===== config.mk =====
export PLATFORM = sky130hd
export DESIGN_NAME = alucont_seq
export DESIGN_NICKNAME = d
export VERILOG_FILES = /design/src/rtl/alucont_seq.sv
export SDC_FILE = /design/constraint.sdc
export NUM_CORES = 1
export LEC_CHECK = 0
export ABC_AREA = 1
export ABC_CLOCK_PERIOD_IN_PS = 3300
export CORE_ASPECT_RATIO = 0.75
export CORE_UTILIZATION = 52
export CTS_CLUSTER_SIZE = 16
export DETAILED_ROUTE_END_ITERATION = 7
export PLACE_DENSITY = 0.83
export SYNTH_ARGS = -nofsm -noshare
export SYNTH_HDL_FRONTEND = slang
export SYNTH_SLANG_ARGS = --single-unit

===== constraint.sdc =====
create_clock -name clk -period 3.3 [get_ports clk]
set_input_delay 0.99 -clock clk [delete_from_list [all_inputs] [get_ports clk]]
set_output_delay 0.99 -clock clk [all_outputs]
set_load 0.02 [all_outputs]

===== src/rtl/alucont_seq.sv =====
// -----------------------------------------------------------------------------
// alucont_seq
//   Registered ALU control unit with a multi-cycle multiply/divide sequencer.
//   Decodes {aluop, funct} into the ALU operation code and the brn flag, takes
//   requests over a valid/ready handshake, and for mult/multu/div/divu walks an
//   external MDU through N step cycles before reporting the result as valid.
//
// Parameters
//   GW           width of gout (>= 3); the 3-bit code is zero-extended
//   MULT_CYCLES  step cycles for mult/multu (>= 1)
//   DIV_CYCLES   step cycles for div/divu   (>= 1)
//
// Ports
//   clk        in   single clock, all state on the rising edge
//   reset      in   synchronous, active-high
//   in_valid   in   request present
//   in_ready   out  unit can accept (IDLE and reset low)
//   aluop      in   [1:0] {aluop1, aluop0} from main control
//   funct      in   [5:0] instruction function field
//   gout       out  [GW-1:0] registered ALU control code
//   brnout     out  registered brn flag
//   mdu_op     out  [1:0] 00 mult, 01 multu, 10 div, 11 divu (registered)
//   mdu_start  out  one-cycle pulse in the first RUN cycle
//   mdu_step   out  high in every RUN (iteration) cycle
//   out_valid  out  one-cycle pulse: single-cycle result or MDU result valid
//   busy       out  state RUN or DONE
// -----------------------------------------------------------------------------
module alucont_seq #(
  parameter int GW          = 3,
  parameter int MULT_CYCLES = 32,
  parameter int DIV_CYCLES  = 32
) (
  input  logic          clk,
  input  logic          reset,
  input  logic          in_valid,
  output logic          in_ready,
  input  logic [1:0]    aluop,
  input  logic [5:0]    funct,
  output logic [GW-1:0] gout,
  output logic          brnout,
  output logic [1:0]    mdu_op,
  output logic          mdu_start,
  output logic          mdu_step,
  output logic          out_valid,
  output logic          busy
);

  localparam int MAXC = (MULT_CYCLES > DIV_CYCLES) ? MULT_CYCLES : DIV_CYCLES;
  localparam int CW   = $clog2(MAXC) + 1;

  // The counter is loaded with N-1 so that RUN lasts exactly N cycles
  // (the cycle in which it reads 0 is still a step cycle).
  localparam logic [CW-1:0] MULT_LOAD = CW'(MULT_CYCLES - 1);
  localparam logic [CW-1:0] DIV_LOAD  = CW'(DIV_CYCLES - 1);

  // ALU control codes
  localparam logic [2:0] OP_AND = 3'b000;
  localparam logic [2:0] OP_OR  = 3'b001;
  localparam logic [2:0] OP_ADD = 3'b010;
  localparam logic [2:0] OP_SUB = 3'b110;
  localparam logic [2:0] OP_SLT = 3'b111;

  typedef enum logic [1:0] {
    IDLE = 2'b00,
    RUN  = 2'b01,
    DONE = 2'b10
  } state_e;

  state_e          state_q, state_d;
  logic [CW-1:0]   cnt_q, cnt_d;
  logic [GW-1:0]   gout_q, gout_d;
  logic            brn_q, brn_d;
  logic [1:0]      mdu_op_q, mdu_op_d;
  logic            start_q, start_d;
  logic            sgl_vld_q, sgl_vld_d;

  logic [2:0]      dec_code;
  logic            dec_brn;
  logic            dec_multi;
  logic            accept;

  // ---------------------------------------------------------------------------
  // Decode of the presented request (only consumed on accept)
  // ---------------------------------------------------------------------------
  always_comb begin
    dec_code  = OP_ADD;
    dec_brn   = 1'b0;
    dec_multi = 1'b0;
    case (aluop)
      2'b00: dec_code = OP_ADD;
      2'b01: dec_code = OP_SUB;
      2'b10: begin
        case (funct)
          6'b100000: dec_code = OP_ADD;
          6'b100010: dec_code = OP_SUB;
          6'b100100: dec_code = OP_AND;
          6'b100101: dec_code = OP_OR;
          6'b101010: dec_code = OP_SLT;
          6'b010101: begin
            dec_code = OP_ADD;
            dec_brn  = 1'b1;
          end
          // mult/multu/div/divu: ALU does the partial-sum adds
          6'b011000, 6'b011001, 6'b011010, 6'b011011: begin
            dec_code  = OP_ADD;
            dec_multi = 1'b1;
          end
          default: dec_code = OP_ADD;
        endcase
      end
      // aluop=11 is a plain add, always single-cycle
      default: dec_code = OP_ADD;
    endcase
  end

  // Combinational in reset so nothing is taken in the cycle reset is high.
  assign in_ready = (state_q == IDLE) && !reset;
  assign accept   = in_valid && in_ready;

  // ---------------------------------------------------------------------------
  // Next-state logic
  // ---------------------------------------------------------------------------
  always_comb begin
    state_d   = state_q;
    cnt_d     = cnt_q;
    gout_d    = gout_q;
    brn_d     = brn_q;
    mdu_op_d  = mdu_op_q;
    start_d   = 1'b0;
    sgl_vld_d = 1'b0;

    case (state_q)
      IDLE: begin
        if (accept) begin
          gout_d      = '0;
          gout_d[2:0] = dec_code;
          brn_d       = dec_brn;
          if (dec_multi) begin
            state_d  = RUN;
            mdu_op_d = funct[1:0];
            cnt_d    = funct[1] ? DIV_LOAD : MULT_LOAD;
            start_d  = 1'b1;
          end else begin
            sgl_vld_d = 1'b1;
          end
        end
      end
      RUN: begin
        // Counter saturates at 0; reaching it ends the iteration.
        if (cnt_q == '0) begin
          state_d = DONE;
        end else begin
          cnt_d = cnt_q - 1'b1;
        end
      end
      DONE: begin
        state_d = IDLE;
      end
      default: begin
        state_d = IDLE;
      end
    endcase
  end

  // ---------------------------------------------------------------------------
  // State registers
  // ---------------------------------------------------------------------------
  always_ff @(posedge clk) begin
    if (reset) begin
      state_q   <= IDLE;
      cnt_q     <= '0;
      gout_q    <= '0;
      brn_q     <= 1'b0;
      mdu_op_q  <= 2'b00;
      start_q   <= 1'b0;
      sgl_vld_q <= 1'b0;
    end else begin
      state_q   <= state_d;
      cnt_q     <= cnt_d;
      gout_q    <= gout_d;
      brn_q     <= brn_d;
      mdu_op_q  <= mdu_op_d;
      start_q   <= start_d;
      sgl_vld_q <= sgl_vld_d;
    end
  end

  // ---------------------------------------------------------------------------
  // Outputs (all driven from flops)
  // ---------------------------------------------------------------------------
  assign gout      = gout_q;
  assign brnout    = brn_q;
  assign mdu_op    = mdu_op_q;
  assign mdu_start = start_q;
  assign mdu_step  = (state_q == RUN);
  assign busy      = (state_q != IDLE);
  // Aborted ops never reach DONE, so they never raise out_valid.
  assign out_valid = sgl_vld_q || (state_q == DONE);

endmodule


==> run_results.csv, run 1 <==
group,metric,value,unit
floorplan,start_util,59.8,%
global_routing,grt_usage,22.3,%
clocking,clock_latency,0.28,ns
logic_synthesis,synth.distinct_cells,27,
min_path,hold_path.class,"register to register",
finish,final.fill_count,126,
logic_synthesis,synthDominantCellAreaShare,33.6,%
global_routing,grt_first_pass_wirelength,3.23,mm
timing,slew_violations,0,
logic_synthesis,synth.top_cells.by_count,"nand2_1, dfxtp_1, inv_1, nand3_1, nor2_1",
place,hpwl,1.56,mm
clocking,clock_path_buffers,2,
logic_synthesis,synthesis.nets,135,
power,p_per_area,311,nW/um2
logic_synthesis,synth_xor_area_share,0,%
global_routing,grt_max_degree,10,
timing,hold_ws,0.479,ns
critical_path,path_max_fanout,2,
route,drt_iter0_drc,15,
timing,max_freq,344,MHz
clocking,cts_buffers,3,
logic_synthesis,synth_area,952,um2
finish,layout.cells.non_filler,167,
power,power.leakage,0.000537,uW
clocking,root_buffer,"clkbuf_4",
timing,worstMarginPinSlew,0.280,ns
critical_path,crit_arrival,1.92,ns
logic_synthesis,synth_seq_cells,16,
clocking,cts_sinks,16,
critical_path,start_kind,"input port",
logic_synthesis,yosys_warnings,0,
global_routing,grt_pass1_vias,801,
critical_path,critPathKind,"input port to primary output",
clocking,htreeDepth,1,
finish,seq_area,320,um2
logic_synthesis,synth-adder-area-share,5.26,%
outcome,status,"finished, final reports clean",
floorplan,fp.dieArea,2010,um2
timing,setup_viol,0,
global_routing,antenna_found_initial,0,
place,dp.cells,163,
logic_synthesis,syn_avg_cell_area,7.93,um2
logic_synthesis,synth.most_common_cell,"nand2_1",
finish,drive_gt1_share,17.8,%
logic_synthesis,synth_area_leaders,"dfxtp_1, nand3_1, nand2_1",
critical_path,endpoint_kind,"primary output",
route,wire_per_inst,11.1,um
route,drc,0,
logic_synthesis,netlist_instances,120,
clocking,cts_hold_buf,0,
floorplan,die_height,39.1,um
timing,finalCriticalPeriod,2.91,ns
finish,nets,162,
timing,setup_tns,0,ns
route,drt_pass1_iterations,4,
timing,fin_crit_sh,88.1,%
clocking,cts_tree,"built",
flow_run,maxCapViolations,0,
timing,setup_slack,0.394,ns
critical_path,critPathSlowestCell,"clkdlybuf4s50_1",
power,irDropWorstVdd,272,uV
logic_synthesis,yosysSeqAreaShare,33.6,%
logic_synthesis,synthFlopType,"dfxtp_1",
timing,skew,0.000948,ns
floorplan,rows,12,
clocking,clk_pin_slew,0.09,ns
floorplan,core,1590,um2
logic_synthesis,synth_top_family_by_area,"simple AND/OR/NAND/NOR gates",
floorplan,num_io_pins,22,
finish,multi_input_area,544,um2
timing,relSlewSlack,81.3,%
timing,grt_setup_unrepaired,"no",
place,gp_congestion,0.837,
finish,syn_to_final_growth,28.4,%
global_routing,grt_remaining_overflow,0,
finish,design_area,1220,um2
timing,hold_viol,0,
route,num_vias,875,
logic_synthesis,synth_largest_area_cell,"dfxtp_1",
floorplan,die_x,51.4,um
route,ant_nets,0,
logic_synthesis,synth_edf_count,0,
logic_synthesis,synth_compound_area_share,10.9,%
logic_synthesis,synthArstFlopShare,0,%
logic_synthesis,synthSimpleGateAreaFrac,41.0,%
place,dpl_cell_area,1180,um2
route,avgViaCountPerCell,5.24,
finish,diodes,0,
critical_path,crit_path_max_incr_delay,0.54,ns
place,port_buffers,21,
logic_synthesis,synthMuxAreaShare,0,%
critical_path,path_cells,"clkdlybuf4s50_1, nor2_8, dlymetal6s2s_1",
place,place_ws,0.0265,ns
critical_path,required,2.31,ns
route,totalWireLength,1.85,mm
critical_path,r2r_setup_slack,1.96,ns
-- layout by cell type, fill, tap and decap left out, drive strengths merged --
cell,n
buf,2
nand3,17
o21bai,1
clkbuf,4
a21oi,9
clkdlybuf4s50,20
nand2,23
nor2,16
nand4,3
a22oi,1
nor3,2
inv,18
ha,4
or2,3
dfxtp,16
dlymetal6s2s,1
o31ai,1
o21ai,5
-- routing by layer --
metal | track usage [%] | wire length [um]
met5 | 0 | 0
met2 | 40.3 | 890
met1 | 26.8 | 894
met4 | 6.76 | 8
met3 | 4.71 | 56
-- timing repair --
item                       CTS  global route
resized for setup            0             1
setup buffers                0             0
setup endpoints to repair    0             1
-- cells by family after synthesis --
family	after synthesis
flops	16
simple gates	64
compound gates	17
buf+inv	19
fa+ha+maj	4
-- worst max-delay path: cells and delay by family --
family        cells  cell delay [ns]
simple gates      1             0.16
buf+inv           2             0.76
-- sequential cells by signal (all words and copies together), names as in the netlist --
signal	flops
gout	3
mdu_start	1
mdu_op	2
sgl_vld_q	1
brnout	1
state_q	2
cnt_q	6
-- power by group --
group / leakage (uW) / internal [uW] / switching, uW / total [uW]
combinational: 0.000386 / 26.4 / 28.8 / 55.2
clock: 0.0000210 / 67.1 / 61.0 / 128
sequential: 0.000130 / 196 / 1.29 / 197
total: 0.000537 / 289 / 91.1 / 380
-- through the flow --
stage / utilization, % / power (uW)
after global placement: 74.4 / 256
after CTS: 76.7 / 385
final: 76.8 / 380
after detailed placement: 74.4 / 257
after global routing: 76.8 / 397
after floorplan: - / 232
-- cell type report --
class	count	share of cell area (%)
clock buffer	4	2.97
tap	21	2.15
timing repair buffer	23	18.6
inverter	18	5.53
sequential	16	26.2
multi-input combinational	85	44.5
-- path summary, 6_finish.rpt --
kind / from / end / cells after the start
hold reg to reg: gout[2] / gout[2] / 2
setup reg to reg: cnt_q[0] / cnt_q[0] / 7
setup / recovery: reset / in_ready / 3
hold / removal: gout[2] / gout[2] / 2
Note: power is estimated with default switching activity, not from simulation.
==> inputs of run 2 (changes only) <==
- CORE_MARGIN: default -> 2
- GPL_TIMING_DRIVEN: default -> 0
==> run_results.csv, run 2 (synthesized netlist as in run 1, its figures left out) <==
group,metric,value,unit
outcome,status,"finished, final reports clean",
finish,final.fill_count,154,
route,met2WireLength,948,um
finish,layout_common_cells,"clkdlybuf4s50_1, nand2_1, dfxtp_1",
finish,syn_to_final_growth,27.7,%
critical_path,timing.rr.end,"cnt_q[0]",
timing,grt_setup_unrepaired,"no",
min_path,min_from,"gout[2]",
min_path,min_path_cells,2,
finish,largest_reg_flops,6,
route,wl_met3,97,um
timing,max_freq,350,MHz
critical_path,r2r_setup_slack,1.94,ns
power,p_per_area,315,nW/um2
finish,final_common_cell,"clkdlybuf4s50_1",
finish,design_area,1220,um2
critical_path,r2r-start,"cnt_q[0]",
place,port_buffers,20,
finish,nets,160,
floorplan,num_io_pins,22,
route,ant_nets,0,
critical_path,path_max_fanout,10,
route,wl_met1,860,um
finish,multi_input_area,544,um2
route,top_layer,"met4",
global_routing,grt_pass1_vias,705,
floorplan,die_x,53.4,um
clocking,clock_latency,0.29,ns
finish,diodes,0,
route,drt_iter0_drc,9,
clocking,cts_hold_buf,0,
route,wire_per_inst,11.7,um
global_routing,grt_usage,20.4,%
timing,skew,0.00135,ns
critical_path,required,2.31,ns
route,num_vias,859,
clocking,post_cts_buffers,0,
critical_path,start_kind,"input port",
clocking,htreeDepth,1,
clocking,cts_buffers,3,
floorplan,rows,13,
route,totalWireLength,1.94,mm
timing,relSlewSlack,84.6,%
clocking,post_cts_resized,0,
global_routing,grt_first_pass_wirelength,3.00,mm
global_routing,grt_remaining_overflow,0,
critical_path,endpoint_kind,"primary output",
timing,slew_violations,0,
global_routing,antenna_found_initial,0,
timing,finalCriticalPeriod,2.86,ns
timing,setup_viol,0,
place,dpl_cell_area,1180,um2
flow_run,maxCapViolations,0,
place,hpwl,1.53,mm
finish,seq_area,320,um2
clocking,cts_tree,"built",
critical_path,crit_arrival,1.87,ns
power,power.leakage,0.000524,uW
timing,setup_tns,0,ns
timing,fin_crit_sh,86.7,%
floorplan,die_height,41.1,um
place,gp_congestion,0.886,
finish,top_register,"cnt_q",
timing,hold_viol,0,
clocking,root_buffer,"clkbuf_4",
timing,worstMarginPinSlew,0.231,ns
finish,drive_gt1_share,17.4,%
clocking,cts_sinks,16,
clocking,clk_pin_slew,0.09,ns
min_path,holdPathEnd,"gout[2]",
route,avgViaCountPerCell,5.17,
floorplan,core,1720,um2
route,drc,0,
floorplan,fp.dieArea,2190,um2
floorplan,start_util,55.2,%
power,irDropWorstVdd,266,uV
critical_path,r2r_cells,7,
route,drt_pass1_iterations,4,
min_path,hold_path.class,"register to register",
critical_path,critPathKind,"input port to primary output",
global_routing,grt_max_degree,11,
clocking,clock_path_buffers,2,
==> run 2: how the worst max path moves through the flow <==
stage | start | to | slack [ns]
5_1_grt | reset | in_ready | 0.42
6_report | reset | in_ready | 0.44
4_1_cts | reset | in_ready | 0.43
3_5_place_dp | reset | in_ready | 0.43
3_3_place_gp | reset | in_ready | 0.44
2_1_floorplan | reset | in_ready | 1.03
==> run 2: area by class of cell <==
type | instances | area share [%]
multi-input combinational | 85 | 44.8
sequential | 16 | 26.3
timing repair buffer | 20 | 16.5
inverter | 18 | 5.56
clock buffer | 4 | 2.98
tap | 22 | 2.26
buffer | 1 | 1.65
==> run 2: where the power goes <==
part / switching [uW] / internal [uW] / total (uW)
registers: 1.10 / 196 / 197
logic: 28.5 / 26.5 / 55.1
clock network: 64.1 / 67.2 / 131
total: 93.8 / 289 / 383
==> run 2: layer usage <==
metal  vias up  track usage (%)
met3         4             6.57
met4         0             9.62
li1        441                -
met1       385             23.7
met5         -                0
met2        29             34.9
==> run 2: critical path, cell delays in order <==
cell,delay [ns]
buf_12,0.12
nor2_8,0.14
clkdlybuf4s50_1,0.61
==> run 2: through the flow <==
step / total power (uW) / worst slack [ns] / cells / hold WS (ns) / utilization [%]
floorplan: 232 / 1.03 / 120 / 0.461 / -
global placement: 255 / 0.441 / 162 / 0.456 / 68.4
detailed placement: 256 / 0.435 / 162 / 0.462 / 68.4
CTS: 390 / 0.432 / 166 / 0.480 / 70.5
global route: 405 / 0.415 / 166 / 0.503 / 70.5
finish: 383 / 0.440 / 166 / 0.477 / 70.5
==> edit 1: new RTL, config.mk and constraints of run 2 <==
The 3 states of `state_e` get a one-hot encoding in 3 bits.
--- a/src/rtl/alucont_seq.sv
+++ b/src/rtl/alucont_seq.sv
@@ -62,6 +62,6 @@
 
-  typedef enum logic [1:0] {
-    IDLE = 2'b00,
-    RUN  = 2'b01,
-    DONE = 2'b10
+  typedef enum logic [2:0] {
+    IDLE = 3'b001,
+    RUN  = 3'b010,
+    DONE = 3'b100
   } state_e;
Check against the original RTL: no difference found for any inputs over 10 cycles, from zero or initial values and one cycle with reset high; not proved beyond that.
==> edit 1 against run 2 <==
  * Clock skew down 0.00060 ns
  * Total power down 3.6%
  * Sequential share of layout area up 1.9 points
  * Worst setup slack worse by 0.041 ns
  * Cell area down 0.93%
  * Sequential cell count up 1
  * Routed wire length up 6.3%
  * Synthesized area down 1.4%
  * Largest cell class unchanged
==> edit 1: results (changes against run 2) <==
| Metric | Value |
|---|---|
| Status | `complete, no violations` |
| First-pass GRT wire length | `3260 um (+8.7%)` |
| Main synth FF type | `dfxtp_1` |
| Peak supply drop | `0.259 mV (-2.7%)` |
| Met2 wire len | `1070 um (+12%)` |
| 1st-iter DRT viols | `11 (+2)` |
| GR Util All Layers | `21.6% (+1.2 points)` |
| Synth Area in XOR/XNOR | `0.933% (+0.93 points)` |
| Met3 wire length | `69 um (-29%)` |
| Sequential share of the synthesized area | `36.3% (+2.6 points)` |
| Final HPWL DP | `1590 um (+4.0%)` |
| Fillers | `150 (-2.6%)` |
| Compound-Gate Fraction of Synth Area | `12.3% (+1.4 points)` |
| Root Buffer | `clkbuf_4` |
| Synth Net Count | `137 (+1.5%)` |
| Cell family with most CP delay | `buffers and inverters` |
| Highest routing layer actually used | `met4` |
| R2R cell count | `7 (unchanged)` |
| Fin. max-slew vios | `0 (unchanged)` |
| Max_slew headroom | `72.8% (-12 points)` |
| Pre-CTS setup slack | `0.0111 ns (-0.424 ns)` |
| Crit Path Max Fanout | `3 (-7)` |
| M1 WL | `879 um (+2.2%)` |
| Worst Skew | `0.000746 ns (-0.000603 ns)` |
| Area contributors post-synth | `dfxtp_1 (36%), nand3_1 (8.5%), nand2_1 (7.2%), nor2_1 (6.8%), inv_1 (5.6%)` |
| Vias in the first global route | `800 (+13%)` |
| Clk Latency, worst-skew pair | `0.28 ns` |
| DR pass1 iterations | `4 (unchanged)` |
| Post-synth cell types | `24 (-11%)` |
| Max reg flops | `6 (unchanged)` |
| Top post-synthesis cells by count | `nand2_1 (18), dfxtp_1 (17), nor2_1 (17)` |
| Mux contribution to synthesized area | `0% (unchanged)` |
| Largest net degree at the start of global routing | `11 (unchanged)` |
| Initial antenna violation count | `0 (unchanged)` |
| Share of cells above drive strength 1 | `14.3% (-3.1 points)` |
| Hold path depth | `2 (unchanged)` |
| Worst-path clk slew | `0.09 ns (about the same)` |
| Max incr delay on CP | `0.50 ns (-0.11 ns)` |
| Pleak | `0.000521 uW (-0.50%)` |
| Gpl congestion | `0.912 (+2.9%)` |
| Nets | `163 (+1.9%)` |
| Max clock buf depth | `2 (unchanged)` |
| Post-route insts no fill | `169 (+1.8%)` |
| CP max-delay cell | `clkdlybuf4s50_1` |
| Largest Register | `cnt_q` |
| Total wire length | `2060 um (+6.3%)` |
| Post-Synth Adder-Cell Area | `5.33% (+0.077 points)` |
| Port bufs | `21 (+5.0%)` |
| Asr flop ratio synth | `0% (unchanged)` |
| CP arrival | `1.91 ns (+0.04 ns)` |
| Via count | `866 (+0.81%)` |
| Cells after synthesis | `122 (+1.7%)` |
edit 1: cells by family after synthesis:
family,count (synthesis)
AOI/OAI and AO/OA,18
xor gates and xnor gates,1
and+or+nand+nor,63
DFF,17
buffers and inverters,19
adders and majority gates,4
edit 1: cell type report:
| class | instances | area (sq um) | area share (%) |
|---|---|---|---|
| Multi-Input combinational cell | 86 | 526 | 43.6 |
| Sequential cell | 17 | 340 | 28.2 |
| Timing Repair Buffer | 21 | 213 | 17.7 |
| Inverter | 18 | 67.6 | 5.61 |
| Tap cell | 22 | 27.5 | 2.28 |
| Clock buffer | 4 | 26.3 | 2.18 |
| Buffer | 1 | 5.00 | 0.415 |
edit 1: path summary, 6_finish.rpt:
| kind | from | to | slack [ns] |
|---|---|---|---|
| worst min register to register | gout[2]$_SDFFE_PP0P_ | gout[2]$_SDFFE_PP0P_ | 0.49 |
| worst max-delay path | reset | in_ready | 0.40 |
| worst min-delay path | gout[2]$_SDFFE_PP0P_ | gout[2]$_SDFFE_PP0P_ | 0.49 |
| worst max register to register | cnt_q[0]$_SDFFE_PP0P_ | cnt_q[0]$_SDFFE_PP0P_ | 1.87 |
edit 1: stage by stage:
step / util [%] / hold slack (ns) / cell area (sq um)
after floorplan: - / 0.461 / 938
final: 70.5 / 0.488 / 1200
after global placement: 68.9 / 0.456 / 1180
after detailed placement: 68.9 / 0.473 / 1180
after CTS: 70.4 / 0.493 / 1200
after global routing: 70.5 / 0.513 / 1200
edit 1: where the power goes:
| part | switching (uW) | total (uW) | internal (uW) |
|---|---|---|---|
| combinational | 26.3 | 51.7 | 25.4 |
| clock | 61.3 | 108 | 46.9 |
| sequential | 1.55 | 209 | 208 |
edit 1: worst reg2reg max path, stage by stage, from the launching register on:
cell and delay, ns:
dfxtp_1 0.32, inv_1 0.15, ha_1 0.17, nand4_1 0.23, nand2_4 0.21, nand2_4 0.09
o21ai_1 0.13, nor2_1 0.05
edit 1: repair_timing:
action,CTS,global route
gates resized for setup,0,1
endpoints found under the setup margin,0,1
hold endpoints to repair,0,0
setup buffers,0,0
hold buffers,0,0
edit 1: metal layers:
layer  vias up  global-route usage, %
li1        446                      -
met1       399                   23.5
met2        17                   41.3
met3         4                   6.93
met4         0                   6.41
met5         -                      0
==> edit 2: new RTL, config.mk and constraints of run 2 <==
Made on the original files. Set the parameter `DIV_CYCLES` to 64 (it was 32).
--- a/src/rtl/alucont_seq.sv
+++ b/src/rtl/alucont_seq.sv
@@ -30,3 +30,3 @@
   parameter int MULT_CYCLES = 32,
-  parameter int DIV_CYCLES  = 32
+  parameter int DIV_CYCLES  = 64
 ) (
Formal check against the unedited RTL: no difference found for any inputs over 10 cycles, from zero or initial values and one cycle with reset high; that may be too few to reach the edited logic, so the function may still have changed.
==> edit 2 against run 2 <==
  * Worst setup slack got worse by 0.35 ns
  * Via count increased by 11%
  * Cell count rose by 9.0%
  * Sequential cell count increased by 1
  * Synthesized cell count up 12%
  * Synthesized area rose by 5.9%
  * Cell area is 4.7% higher
  * Core utilization up 1.3 points
  * Routed wire length increased by 9.9%
  * Total power decreased by 1.3%
  * Largest cell class unchanged
  * Largest power group unchanged
==> edit 2: results (changes against run 2) <==
| Metric | Value |
|---|---|
| Area contributors post-synth | `dfxtp_1 (34%), nand3_1 (8.9%), nand2_1 (7.4%), inv_1 (6.3%), a21oi_2 (6.1%)` |
| Top post-synthesis cells by count | `nand2_1 (20), nand3_1 (18), dfxtp_1 (17), inv_1 (17), nor2_1 (12)` |
| Post-Synth Adder-Cell Area | `3.72% (-1.5 points)` |
| Max reg flops | `7 (+1)` |
| Status | `complete, no violations` |
| Post-CTS Setup Repair Bufs | `0 (unchanged)` |
| CP arrival | `2.22 ns (+0.35 ns)` |
| Switching pwr | `98.0 uW (+4.5%)` |
| Worst Skew | `0.00480 ns (+0.00345 ns)` |
| Synthesis Warnings | `0 (unchanged)` |
| Worst Tran Pin Value | `0.262 ns (+0.0311 ns)` |
| Sequential share of the synthesized area | `33.7% (+0.11 points)` |
| Nets | `174 (+8.8%)` |
| DR pass1 iterations | `4 (unchanged)` |
| Largest Register | `cnt_q` |
| Num CTS Buffers | `3 (unchanged)` |
| GR Util All Layers | `22.1% (+1.7 points)` |
| Final HPWL DP | `1660 um (+8.3%)` |
| Asr flop ratio synth | `0% (unchanged)` |
| Post-cts resize count | `0 (unchanged)` |
| Synth Area in XOR/XNOR | `0.868% (+0.87 points)` |
| 1st-iter DRT viols | `26 (+17)` |
| Gpl congestion | `0.825 (-7.0%)` |
| Inserted Diodes | `0 (unchanged)` |
| Via count | `955 (+11%)` |
| Share of cells above drive strength 1 | `21.4% (+4.0 points)` |
| Max clock buf depth | `2 (unchanged)` |
| First-pass GRT wire length | `3740 um (+25%)` |
| Peak supply drop | `0.265 mV (-0.44%)` |
| Max incr delay on CP | `0.60 ns` |
| Vias in the first global route | `848 (+20%)` |
| Synth Net Count | `148 (+9.6%)` |
| Compound-Gate Fraction of Synth Area | `12.0% (+1.1 points)` |
| Total wire length | `2130 um (+9.9%)` |
| Post-synth cell types | `26 (-3.7%)` |
| Pleak | `0.000561 uW (+7.2%)` |
| Port bufs | `21 (+5.0%)` |
| Area post-placement | `1250 sq um (+5.6%)` |
| Crit Path Max Fanout | `2 (-8)` |
==> edit 2: per-stage QoR <==
stage / hold WS [ns] / worst slack, ns / instances / util, %
detailed placement: 0.458 / 0.0958 / 177 / 70.3
global placement: 0.454 / 0.107 / 177 / 70.3
finish: 0.472 / 0.0934 / 181 / 71.8
global route: 0.487 / 0.0548 / 181 / 71.8
floorplan: 0.479 / 1.16 / 134 / -
CTS: 0.474 / 0.0878 / 181 / 71.8
==> edit 2: routing by layer <==
layer / track usage [%] / vias up / part of all wire (%)
li1: - / 489 / -
met1: 28.6 / 426 / 42
met2: 33.8 / 38 / 46
met3: 8.21 / 2 / 11
met4: 6.50 / 0 / 0.61
met5: 0 / - / 0
==> edit 2: power by group through the flow <==
stage	registers, uW	clock network [uW]	logic (uW)
finish	209	113	56.1
detailed placement	214	0	56.0
global route	210	124	60.9
CTS	209	117	56.3
floorplan	216	0	28.0
global placement	214	0	54.7
==> edit 2: final timing paths <==
check,slack (ns),endpoint,start,cells after the start
worst min register to register,0.47,gout[0]$_SDFFE_PP0N_,gout[0]$_SDFFE_PP0N_,2
worst max-delay path,0.09,in_ready,reset,3
worst min-delay path,0.47,gout[0]$_SDFFE_PP0N_,gout[0]$_SDFFE_PP0N_,2
worst max register to register,1.80,cnt_q[0]$_SDFFE_PP0P_,cnt_q[0]$_SDFFE_PP0P_,7
==> edit 2: area by class of cell <==
class,instances,area (sq um)
clock inverters,1,5.00
inverters,21,81.3
multi-input cells,95,576
fillers,158,499
plain buffers,1,11.3
well taps,22,27.5
repair buffers,21,210
clock buffers,3,22.5
flip-flops and latches,17,340
==> edit 2: worst min-delay path, cell delays in order (launching register included) <==
cell and delay [ns]:
dfxtp_1 0.32, nand2_1 0.06, a21oi_1 0.05
==> edit 2: cells by family (layout without fill, tap and decap cells) <==
| logic type | count (synthesis) | count (layout) |
|---|---|---|
| AND/OR/NAND/NOR | 74 | 74 |
| buffers and inverters | 22 | 47 |
| XOR/XNOR | 1 | 1 |
| flip-flops | 17 | 17 |
| adder cells (fa/ha/maj) | 3 | 3 |
| AO/OA/AOI/OAI | 17 | 17 |
